**src/rtl/arb_pkg.sv**
```systemverilog
// Shared types and default sizing for the N-port memory arbiter.
package arb_pkg;

   typedef enum logic [1:0] {
      IDLE = 2'd0,
      BUSY = 2'd1,
      DONE = 2'd2
   } arb_state_e;

   localparam int ARB_NUM_PORTS = 3;
   localparam int ARB_WIDTH     = 256;

endpackage

```
**src/rtl/rr_picker.sv**
```systemverilog
// Winner selection: first requesting port at or after ptr_i, wrapping modulo NUM_PORTS.
module rr_picker #(
   parameter int NUM_PORTS = 3,
   parameter int IW        = $clog2(NUM_PORTS)
) (
   input  logic [NUM_PORTS-1:0] req_i,
   input  logic [IW-1:0]        ptr_i,
   output logic [NUM_PORTS-1:0] grant_o,
   output logic [IW-1:0]        idx_o,
   output logic                 vld_o
);

   always_comb begin
      int c;
      grant_o = '0;
      idx_o   = '0;
      vld_o   = 1'b0;
      c       = 0;
      // Scan from the farthest offset down so the nearest requester wins.
      for (int off = NUM_PORTS - 1; off >= 0; off--) begin
         c = int'(ptr_i) + off;
         if (c >= NUM_PORTS) c = c - NUM_PORTS;
         if (req_i[c]) begin
            grant_o    = '0;
            grant_o[c] = 1'b1;
            idx_o      = IW'(c);
            vld_o      = 1'b1;
         end
      end
   end

endmodule

```
**src/rtl/mem_arbiter_n.sv**
```systemverilog
// N-port cache-to-L2 arbiter, one transaction at a time (IDLE -> BUSY -> DONE).
// Define ARB_ROUND_ROBIN_EN for rotating priority; default is fixed priority, port 0 first.
module mem_arbiter_n
   import arb_pkg::*;
#(
   parameter int NUM_PORTS = ARB_NUM_PORTS,
   parameter int WIDTH     = ARB_WIDTH
) (
   input  logic                                 clk,
   input  logic                                 reset,
   input  logic [NUM_PORTS-1:0]                 req_read,
   input  logic [NUM_PORTS-1:0]                 req_write,
   input  logic [NUM_PORTS-1:0][31:0]           req_address,
   input  logic [NUM_PORTS-1:0][WIDTH-1:0]      req_wdata,
   output logic [WIDTH-1:0]                     req_rdata,
   output logic [NUM_PORTS-1:0]                 req_resp,
   output logic                                 mem_read,
   output logic                                 mem_write,
   output logic [31:0]                          mem_address,
   output logic [WIDTH-1:0]                     mem_wdata,
   input  logic [WIDTH-1:0]                     mem_rdata,
   input  logic                                 mem_resp
);

   localparam int IW = $clog2(NUM_PORTS);

   arb_state_e        state_q, state_d;
   logic [IW-1:0]     gidx_q, gidx_d;
   logic              wr_q, wr_d;
   logic [31:0]       addr_q, addr_d;
   logic [WIDTH-1:0]  wdata_q, wdata_d;

   logic [NUM_PORTS-1:0] req_any, pick_oh;
   logic [IW-1:0]        pick_idx, ptr;
   logic                 pick_vld;

   assign req_any = req_read | req_write;

`ifdef ARB_ROUND_ROBIN_EN
   logic [IW-1:0] ptr_q, ptr_d;
   assign ptr = ptr_q;

   always_comb begin
      ptr_d = ptr_q;
      if (state_q == IDLE && pick_vld)
         ptr_d = (pick_idx == IW'(NUM_PORTS - 1)) ? '0 : pick_idx + 1'b1;
   end

   always_ff @(posedge clk or posedge reset) begin
      if (reset) ptr_q <= '0;
      else       ptr_q <= ptr_d;
   end
`else
   assign ptr = '0;
`endif

   rr_picker #(.NUM_PORTS(NUM_PORTS), .IW(IW)) u_picker (
      .req_i   (req_any),
      .ptr_i   (ptr),
      .grant_o (pick_oh),
      .idx_o   (pick_idx),
      .vld_o   (pick_vld)
   );

   always_comb begin
      state_d = state_q;
      gidx_d  = gidx_q;
      wr_d    = wr_q;
      addr_d  = addr_q;
      wdata_d = wdata_q;
      case (state_q)
         IDLE: if (pick_vld) begin
            state_d = BUSY;
            gidx_d  = pick_idx;
            // Read+write on the same port resolves to a write.
            wr_d    = |(req_write & pick_oh);
            addr_d  = req_address[pick_idx];
            wdata_d = req_wdata[pick_idx];
         end
         BUSY:    if (mem_resp) state_d = DONE;
         DONE:    state_d = IDLE;
         default: state_d = IDLE;
      endcase
   end

   always_ff @(posedge clk or posedge reset) begin
      if (reset) begin
         state_q <= IDLE;
         gidx_q  <= '0;
         wr_q    <= 1'b0;
         addr_q  <= '0;
         wdata_q <= '0;
      end else begin
         state_q <= state_d;
         gidx_q  <= gidx_d;
         wr_q    <= wr_d;
         addr_q  <= addr_d;
         wdata_q <= wdata_d;
      end
   end

   assign mem_read    = (state_q == BUSY) && !wr_q;
   assign mem_write   = (state_q == BUSY) &&  wr_q;
   assign mem_address = addr_q;
   assign mem_wdata   = wdata_q;
   assign req_rdata   = mem_rdata;

   always_comb begin
      req_resp = '0;
      if (state_q == BUSY && mem_resp) req_resp[gidx_q] = 1'b1;
   end

endmodule

```
**config.mk**
```make
export PLATFORM = sky130hd
export DESIGN_NAME = mem_arbiter_n
export DESIGN_NICKNAME = d
export VERILOG_FILES = /design/src/rtl/arb_pkg.sv /design/src/rtl/rr_picker.sv /design/src/rtl/mem_arbiter_n.sv
export SDC_FILE = /design/constraint.sdc
export NUM_CORES = 1
export LEC_CHECK = 0
export CAP_MARGIN = 30
export CORE_AREA = 2 2 661 663
export DETAILED_ROUTE_END_ITERATION = 10
export DIE_AREA = 0 0 663 665
export PLACE_DENSITY = 0.32
export SLEW_MARGIN = 10
export SYNTH_ARGS = -nofsm -noshare
export SYNTH_HDL_FRONTEND = slang
export SYNTH_SLANG_ARGS = --single-unit
```
**constraint.sdc**
```tcl
create_clock -name clk -period 12.7 [get_ports clk]
set_input_delay 3.81 -clock clk [delete_from_list [all_inputs] [get_ports clk]]
set_output_delay 3.81 -clock clk [all_outputs]
set_load 0.01 [all_outputs]
```
* After elaboration in Yosys (flattened, before gate mapping)
Index checks and enable logic that the tools add are counted.
** Cells by class
- Magnitude comparators :: 3
- Equality and inequality tests :: 3
- Muxes and demuxes :: 19
- Bitwise logic cells :: 2
- Reductions and logical operators :: 9
** Operator list (count)
- $bmux W256 S2 :: 1
- $mux W256 :: 1
- $bmux W32 S2 :: 1
- $mux W32 :: 1
- $mux W3 :: 4
- $mux W2 :: 5
- $lt A2 B3 Y1 const B :: 2
- $logic_and A1 B1 Y1 :: 4
- $mux W1 :: 4
- $ne A2 B2 Y1 const B :: 2
- $pmux W2 S2 :: 1
- $reduce_and A2 Y1 :: 2
- $and A3 B3 Y3 :: 1
- $or A3 B3 Y3 :: 1
- $reduce_or A3 Y1 :: 1
- $demux W1 S2 :: 1
- $eq A2 B1 Y1 const B :: 1
- $ge A2 B1 Y1 const B :: 1
- $logic_not A2 Y1 :: 1
- $logic_not A1 Y1 :: 1
** Word-level totals
- Register bits :: 293
- Input port bits :: 1129
- Output and inout bits :: 549
- Word-level logic and storage cells :: 41

* Longest topological paths before layout
Gate-level depths: netlist of the first run.
- Depth after elaboration :: 6
- Depth in mapped cells :: 7
- Mapped depth without buffers :: 4

* Cells and area by module
From an unflattened synthesis of the first run, not the netlist that was laid out.
** Second synthesis, totals
- Cell total of the unflattened synthesis :: 2211
- Area, all modules :: 19329.8 um2
** By module, submodules not included
- mem_arbiter_n :: instances 1, cells an instance 2172, area an instance 19040.8 um2, seq. area each 7332.0 um2
- rr_picker :: instances 1, cells an instance 39, area an instance 289.0 um2, seq. area each 0.0 um2

* Worst setup path after synthesis of the first run
Ideal clock, no wire load.
- Path type :: input -> output
- Start point :: input mem_resp
- End point :: output req_resp[2]
- Arrival time :: 4.221 ns
- Required time :: 8.890 ns
- Slack :: 4.669 ns
- Stages :: 2
- Buffers on the path :: 0
- Cells stage by stage :: nand2_1 nor3b_1
** Between the ends
- Longest elaborated chain between the ends :: 2
** RTL lines
- from (decl) :: line mem_arbiter_n.sv:22 : input logic mem_resp
- $logic_and A1 B1 Y1 :: line mem_arbiter_n.sv:110 : if (state_q == BUSY && mem_resp) req_resp[gidx_q] = 1'b1;
- $mux W3 :: line mem_arbiter_n.sv:110
- to (decl) :: line mem_arbiter_n.sv:16 : output logic [NUM_PORTS-1:0] req_resp,
Every way passes these cells.

* Worst setup path in the final report of the first run
- Start point :: input mem_resp
- End point :: output req_resp[1]
Same word-level chain as after synthesis.

==> flow_metrics.tcl, run 1 <==
set metrics [dict create \
    clock_latency_ns 0.80 \
    ant_nets 0 \
    p_clk_frac 0.255 \
    combPwrFrac 0.518 \
    swShare 0.454 \
    slew_violations 0 \
    htree_levels 2 \
    required_ns 8.89 \
    die_area_um2 441000 \
    power_frac_seq 0.227 \
    root_buffer "clkbuf_16" \
    place_congestion 0.866 \
    fin_hold_ws_ns 0.477 \
    finalSetupViolations 0 \
    firstDrtPassIters 5 \
    clock_path_buffers 3 \
    cts_setup_buffers 0 \
    path_common_cell "clkdlybuf4s50_1" \
    min_period_ns 9.13 \
    core_um2 433000 \
    die_x_um 663 \
    wirelength_um 284000 \
    drive_gt1_frac 0.0566 \
    yosysSeqAreaShare 0.396 \
    tritoncts "yes" \
    cts.sinks 293 \
    layout.nets 4173 \
    ys_warn_count 0 \
    tns_ns 0 \
    cts_hold_buf 0 \
    synth_area_um2 18500 \
    start_kind "input pin" \
    area_delta_synth_final_pct 102 \
    status "complete, no violations" \
    cts_made_buffers 58 \
    track_usage 0.124 \
    rsz0062_at_grt "no" \
    hp-start "mem_wdata[83]" \
    layout_common_cells "clkdlybuf4s50_1 (1165), dfrtp_1 (293), nand2_1 (290), a21oi_1 (289), and3_1 (288)" \
    via_count 23100 \
    final.period_utilization 0.719 \
    dp_hpwl_um 245000 \
    ys_top_cells_by_area "dfrtp_1 (40%), a211oi_1 (12%), buf_4 (11%)" \
    antenna_found_initial 412 \
    p_sw_mw 3.43 \
    cp-end-kind "output port" \
    cp-startpoint "mem_resp" \
    grt_max_degree 118 \
    worstHoldPathType "reg2reg" \
    path_class "in2out" \
    fillers 50400 \
    drc 0 \
    internal_power_mw 4.13 \
    drtIter0Drc 1633 \
    synth_top_area_share 0.396 \
    ys_types 25 \
    fin_skew_ns 0.0701 \
    arrival_ns 5.32 \
    power_density_nw_per_um2 203 \
    grt_pass1_wl_um 339000 \
    worstReg2RegStart "state_q[0]" \
    yosys.area.top_type "dfrtp_1" \
    fp.dieH_um 665 \
    postSynthCellCount 2240 \
    max_cap_violations 0 \
    rows 242 \
    syn-num-nets 3369 \
    worstPathCellList "clkdlybuf4s50_1 -> nand2_1 -> nor3b_1 -> clkdlybuf4s50_1" \
    avgSynthCellArea_um2 8.26 \
    crit_slowest_cell "clkdlybuf4s50_1" \
    numPortBuffers 1165 \
    cp_slowest_stage_delay_ns 0.59 \
    peakVddDrop_uv 135 \
    cp_num_buf_inv 2 \
    cp_max_fo 4 \
    leakagePower_nw 13.1 \
    wl_per_cell_um 31.9 \
    path_clk_slew_ns 0.05 \
    routed_via_density 2.60 \
    hold_viol 0 \
    mostFrequentLayoutCell "clkdlybuf4s50_1" \
    pin_count 1678 \
    worst_pin_slew_ns 1.06 \
    first_global_vias 23000 \
    ctsResizeCount 0 \
    critPathTopFamily "buffers and inverters" \
    clock.fmax_ghz 0.110 \
    ys_ff_latch 293 \
    gr-total-overflow 0 \
    relSlewSlack 0.291 \
    initial_core_util 0.0427 \
]
final timing paths:
| path | endpoint | slack (ns) | cells past startpoint |
|---|---|---|---|
| setup / recovery | req_resp[1] | 3.57 | 4 |
| min in group asynchronous | mem_wdata[57] | 3.59 | 2 |
| hold reg to reg | mem_wdata[83] | 0.48 | 2 |
| setup reg to reg | mem_wdata[100] | 9.15 | 6 |
| max in group asynchronous | mem_wdata[144] | 7.24 | 4 |
| hold / removal | mem_wdata[83] | 0.48 | 2 |
state kept, by name (all words and copies together) (netlist names):
name / count
mem_address: 32
wr_q: 1
state_q: 2
gidx_q: 2
mem_wdata: 256
stage by stage:
step                      setup WS (ns)  area [um2]  cells  power, mW  utilization
after floorplan                   0.799       18500   2240       3.20            -
after global placement             3.45       34800   8708       5.84       0.0803
after detailed placement           3.59       34900   8717       5.83       0.0805
after CTS                          3.59       37100   8827       7.88       0.0857
after global routing               3.52       37200   8859       8.06       0.0859
final                              3.57       37400   8914       7.57       0.0862
worst reg2reg max path, stage by stage, from the launching register on:
cell	delay (ns)
dfrtp_1	0.40
nor2_1	0.31
and2_4	0.59
buf_4	0.69
buf_12	0.53
a21oi_1	0.64
o21ai_0	0.28
synth_stat cells:
cell	number
o21bai_1	1
nor2_1	4
clkbuf_1	80
o21ai_0	69
and2_1	3
or4_4	1
nand2b_1	1
nand2_1	290
a21oi_1	289
nor2_2	1
buf_1	35
buf_6	24
inv_1	3
dfrtp_1	293
nor3_1	1
a211oi_1	288
and3_1	288
o21ai_1	222
nor2b_1	2
nor3b_1	2
buf_4	273
nand2_2	1
mux2_2	1
or2_2	2
buf_2	66
power groups by stage:
stage	logic, mW	clock network [mW]	registers [mW]
final	3.92	1.93	1.72
after global routing	4.24	2.05	1.78
after CTS	4.12	2.04	1.72
after detailed placement	4.10	0	1.73
after global placement	4.12	0	1.72
after floorplan	1.31	0	1.89
cell type report:
type	instances	area, um2	share of cell area
Timing Repair Buffer	1222	12200	0.327
Multi-Input combinational cell	1466	8140	0.218
Sequential cell	293	7330	0.196
Tap cell	5734	7170	0.192
Clock buffer	76	1640	0.0439
Clock inverter	34	614	0.0164
Antenna cell	86	215	0.00576
Inverter	3	18.8	0.000502
routing by layer:
| metal | share of wire | track usage | vias up |
|---|---|---|---|
| li1 | - | - | 9515 |
| met5 | 0.0047 | 0.00152 | - |
| met3 | 0.14 | 0.0742 | 833 |
| met4 | 0.039 | 0.0347 | 190 |
| met2 | 0.47 | 0.212 | 1604 |
| met1 | 0.35 | 0.128 | 11000 |
cell families after synthesis:
group | share of synthesized area
muxes | 0.000608
AOI/OAI and AO/OA | 0.274
buffers and inverters | 0.167
and+or+nand+nor | 0.162
DFF | 0.396
No activity file was read; power rests on OpenSTA's default activity.
==> run 2, diff against run 1 <==
- clock period: 12.7 -> 8.4 ns (I/O delays scaled with it)
==> run 2 against run 1 <==
  * First-iteration DRC count decreased by 13%
  * Core utilization about the same
  * Wire length increased by 0.11%
  * Non-clock buffer count unchanged
  * Critical path depth unchanged
  * Largest cell class unchanged
  * Critical endpoint is now req_resp[0]
  * Sequential cell count unchanged
  * Register-to-register slack got worse by 3.7 ns
==> flow_metrics.tcl, run 2 (same netlist as run 1, synthesis figures left out) <==
set metrics [dict create \
    worst_pin_slew_ns 1.13 \
    rows 242 \
    area_delta_synth_final_pct 101 \
    cts.sinks 293 \
    die_area_um2 441000 \
    required_ns 5.88 \
    largest_reg_flops 256 \
    clock_latency_ns 0.75 \
    via_count 23100 \
    start_kind "input pin" \
    layout_common_cells "clkdlybuf4s50_1 (1165), dfrtp_1 (293), nand2_1 (290), a21oi_1 (289), and3_1 (288)" \
    cts_hold_buf 0 \
    leakagePower_nw 13.1 \
    final_core_util 0.0859 \
    regArea_um2 7330 \
    clock_path_buffers 3 \
    rsz0062_at_grt "no" \
    cp_max_fo 4 \
    p_clk_frac 0.243 \
    fillers 50400 \
    wl_per_cell_um 32.0 \
    die_x_um 663 \
    p_sw_mw 5.03 \
    power_frac_seq 0.231 \
    first_global_vias 23100 \
    hold_viol 0 \
    combPwrFrac 0.526 \
    tns_ns 0 \
    arrival_ns 4.00 \
    drtIter0Drc 1427 \
    min_period_ns 6.52 \
    worstHoldPathType "reg2reg" \
    dp_cells 8717 \
    gr-total-overflow 0 \
    drc 0 \
    htree_levels 2 \
    cts_made_buffers 55 \
    firstDrtPassIters 7 \
    clock.fmax_ghz 0.153 \
    final_area_um2 37200 \
    finalSetupViolations 0 \
    status "complete, no violations" \
    ctsResizeCount 0 \
    swShare 0.450 \
    root_buffer "clkbuf_16" \
    final.period_utilization 0.776 \
    drive_gt1_frac 0.0538 \
    path_clk_slew_ns 0.05 \
    rrSetupSlack_ns 5.47 \
    internal_power_mw 6.16 \
    tritoncts "yes" \
    routed_via_density 2.60 \
    dp_hpwl_um 247000 \
    fp.dieH_um 665 \
    initial_core_util 0.0427 \
    cts_setup_buffers 0 \
    layout.nets 4170 \
    path_class "in2out" \
    cp-end-kind "output port" \
    peakVddDrop_uv 166 \
    relSlewSlack 0.242 \
    numPortBuffers 1165 \
    grt_pass1_wl_um 341000 \
    antenna_found_initial 418 \
    ant_nets 0 \
    core_um2 433000 \
    final_cells 8878 \
    dpl-instance-area_um2 35000 \
    wirelength_um 284000 \
    slew_violations 0 \
    track_usage 0.125 \
    max_cap_violations 0 \
    pin_count 1678 \
    mostFrequentLayoutCell "clkdlybuf4s50_1" \
    fin_skew_ns 0.0543 \
    grt_max_degree 151 \
    power_density_nw_per_um2 300 \
    fin_hold_ws_ns 0.480 \
    multiInputGateArea_um2 8150 \
    place_congestion 0.850 \
]
==> run 2: power by group through the flow <==
stage               Combinational, mW  Sequential, mW  Clock, mW
finish                           5.88            2.59       2.72
global route                     6.39            2.68       2.89
CTS                              6.20            2.59       2.86
detailed placement               6.17            2.60          0
global placement                 6.18            2.58          0
floorplan                        1.99            2.86          0
==> run 2: final timing paths <==
path / end / cells after the start / startpoint
worst min register to register: mem_wdata[249] / 2 / mem_wdata[249]
max in group asynchronous: mem_wdata[124] / 4 / reset
worst max-delay path: req_resp[0] / 4 / mem_resp
worst min-delay path: mem_wdata[249] / 2 / mem_wdata[249]
min in group asynchronous: mem_wdata[67] / 2 / reset
worst max register to register: mem_wdata[168] / 5 / state_q[1]
==> run 2: through the flow <==
| step | power, mW | worst slack [ns] |
|---|---|---|
| floorplan | 4.84 | 1.99 |
| detailed placement | 8.77 | 1.90 |
| finish | 11.2 | 1.88 |
| CTS | 11.7 | 1.91 |
| global route | 12.0 | 1.88 |
| global placement | 8.76 | 1.82 |
==> run 2: final cells by class <==
type                    count  share of cell area
repair buffers           1222               0.331
multi-input cells        1466               0.219
flip-flops and latches    293               0.197
well taps                5734               0.193
clock buffers              73              0.0415
clock inverters            29              0.0144
diodes                     58             0.00390
inverters                   3            0.000403
==> run 2: metal layers <==
metal | part of all wire | up-vias | wire, um | global-route usage
met2 | 0.48 | 1598 | 136000 | 0.215
met1 | 0.36 | 11000 | 101000 | 0.130
met3 | 0.12 | 860 | 35300 | 0.0700
met5 | 0.0045 | - | 1270 | 0
li1 | - | 9477 | - | -
met4 | 0.036 | 196 | 10100 | 0.0331
==> run 2: worst max-delay path, stage by stage <==
cell and delay, ns:
clkdlybuf4s50_1 0.51, nand2_1 0.12, nor3_1 0.24, clkdlybuf4s50_1 0.60
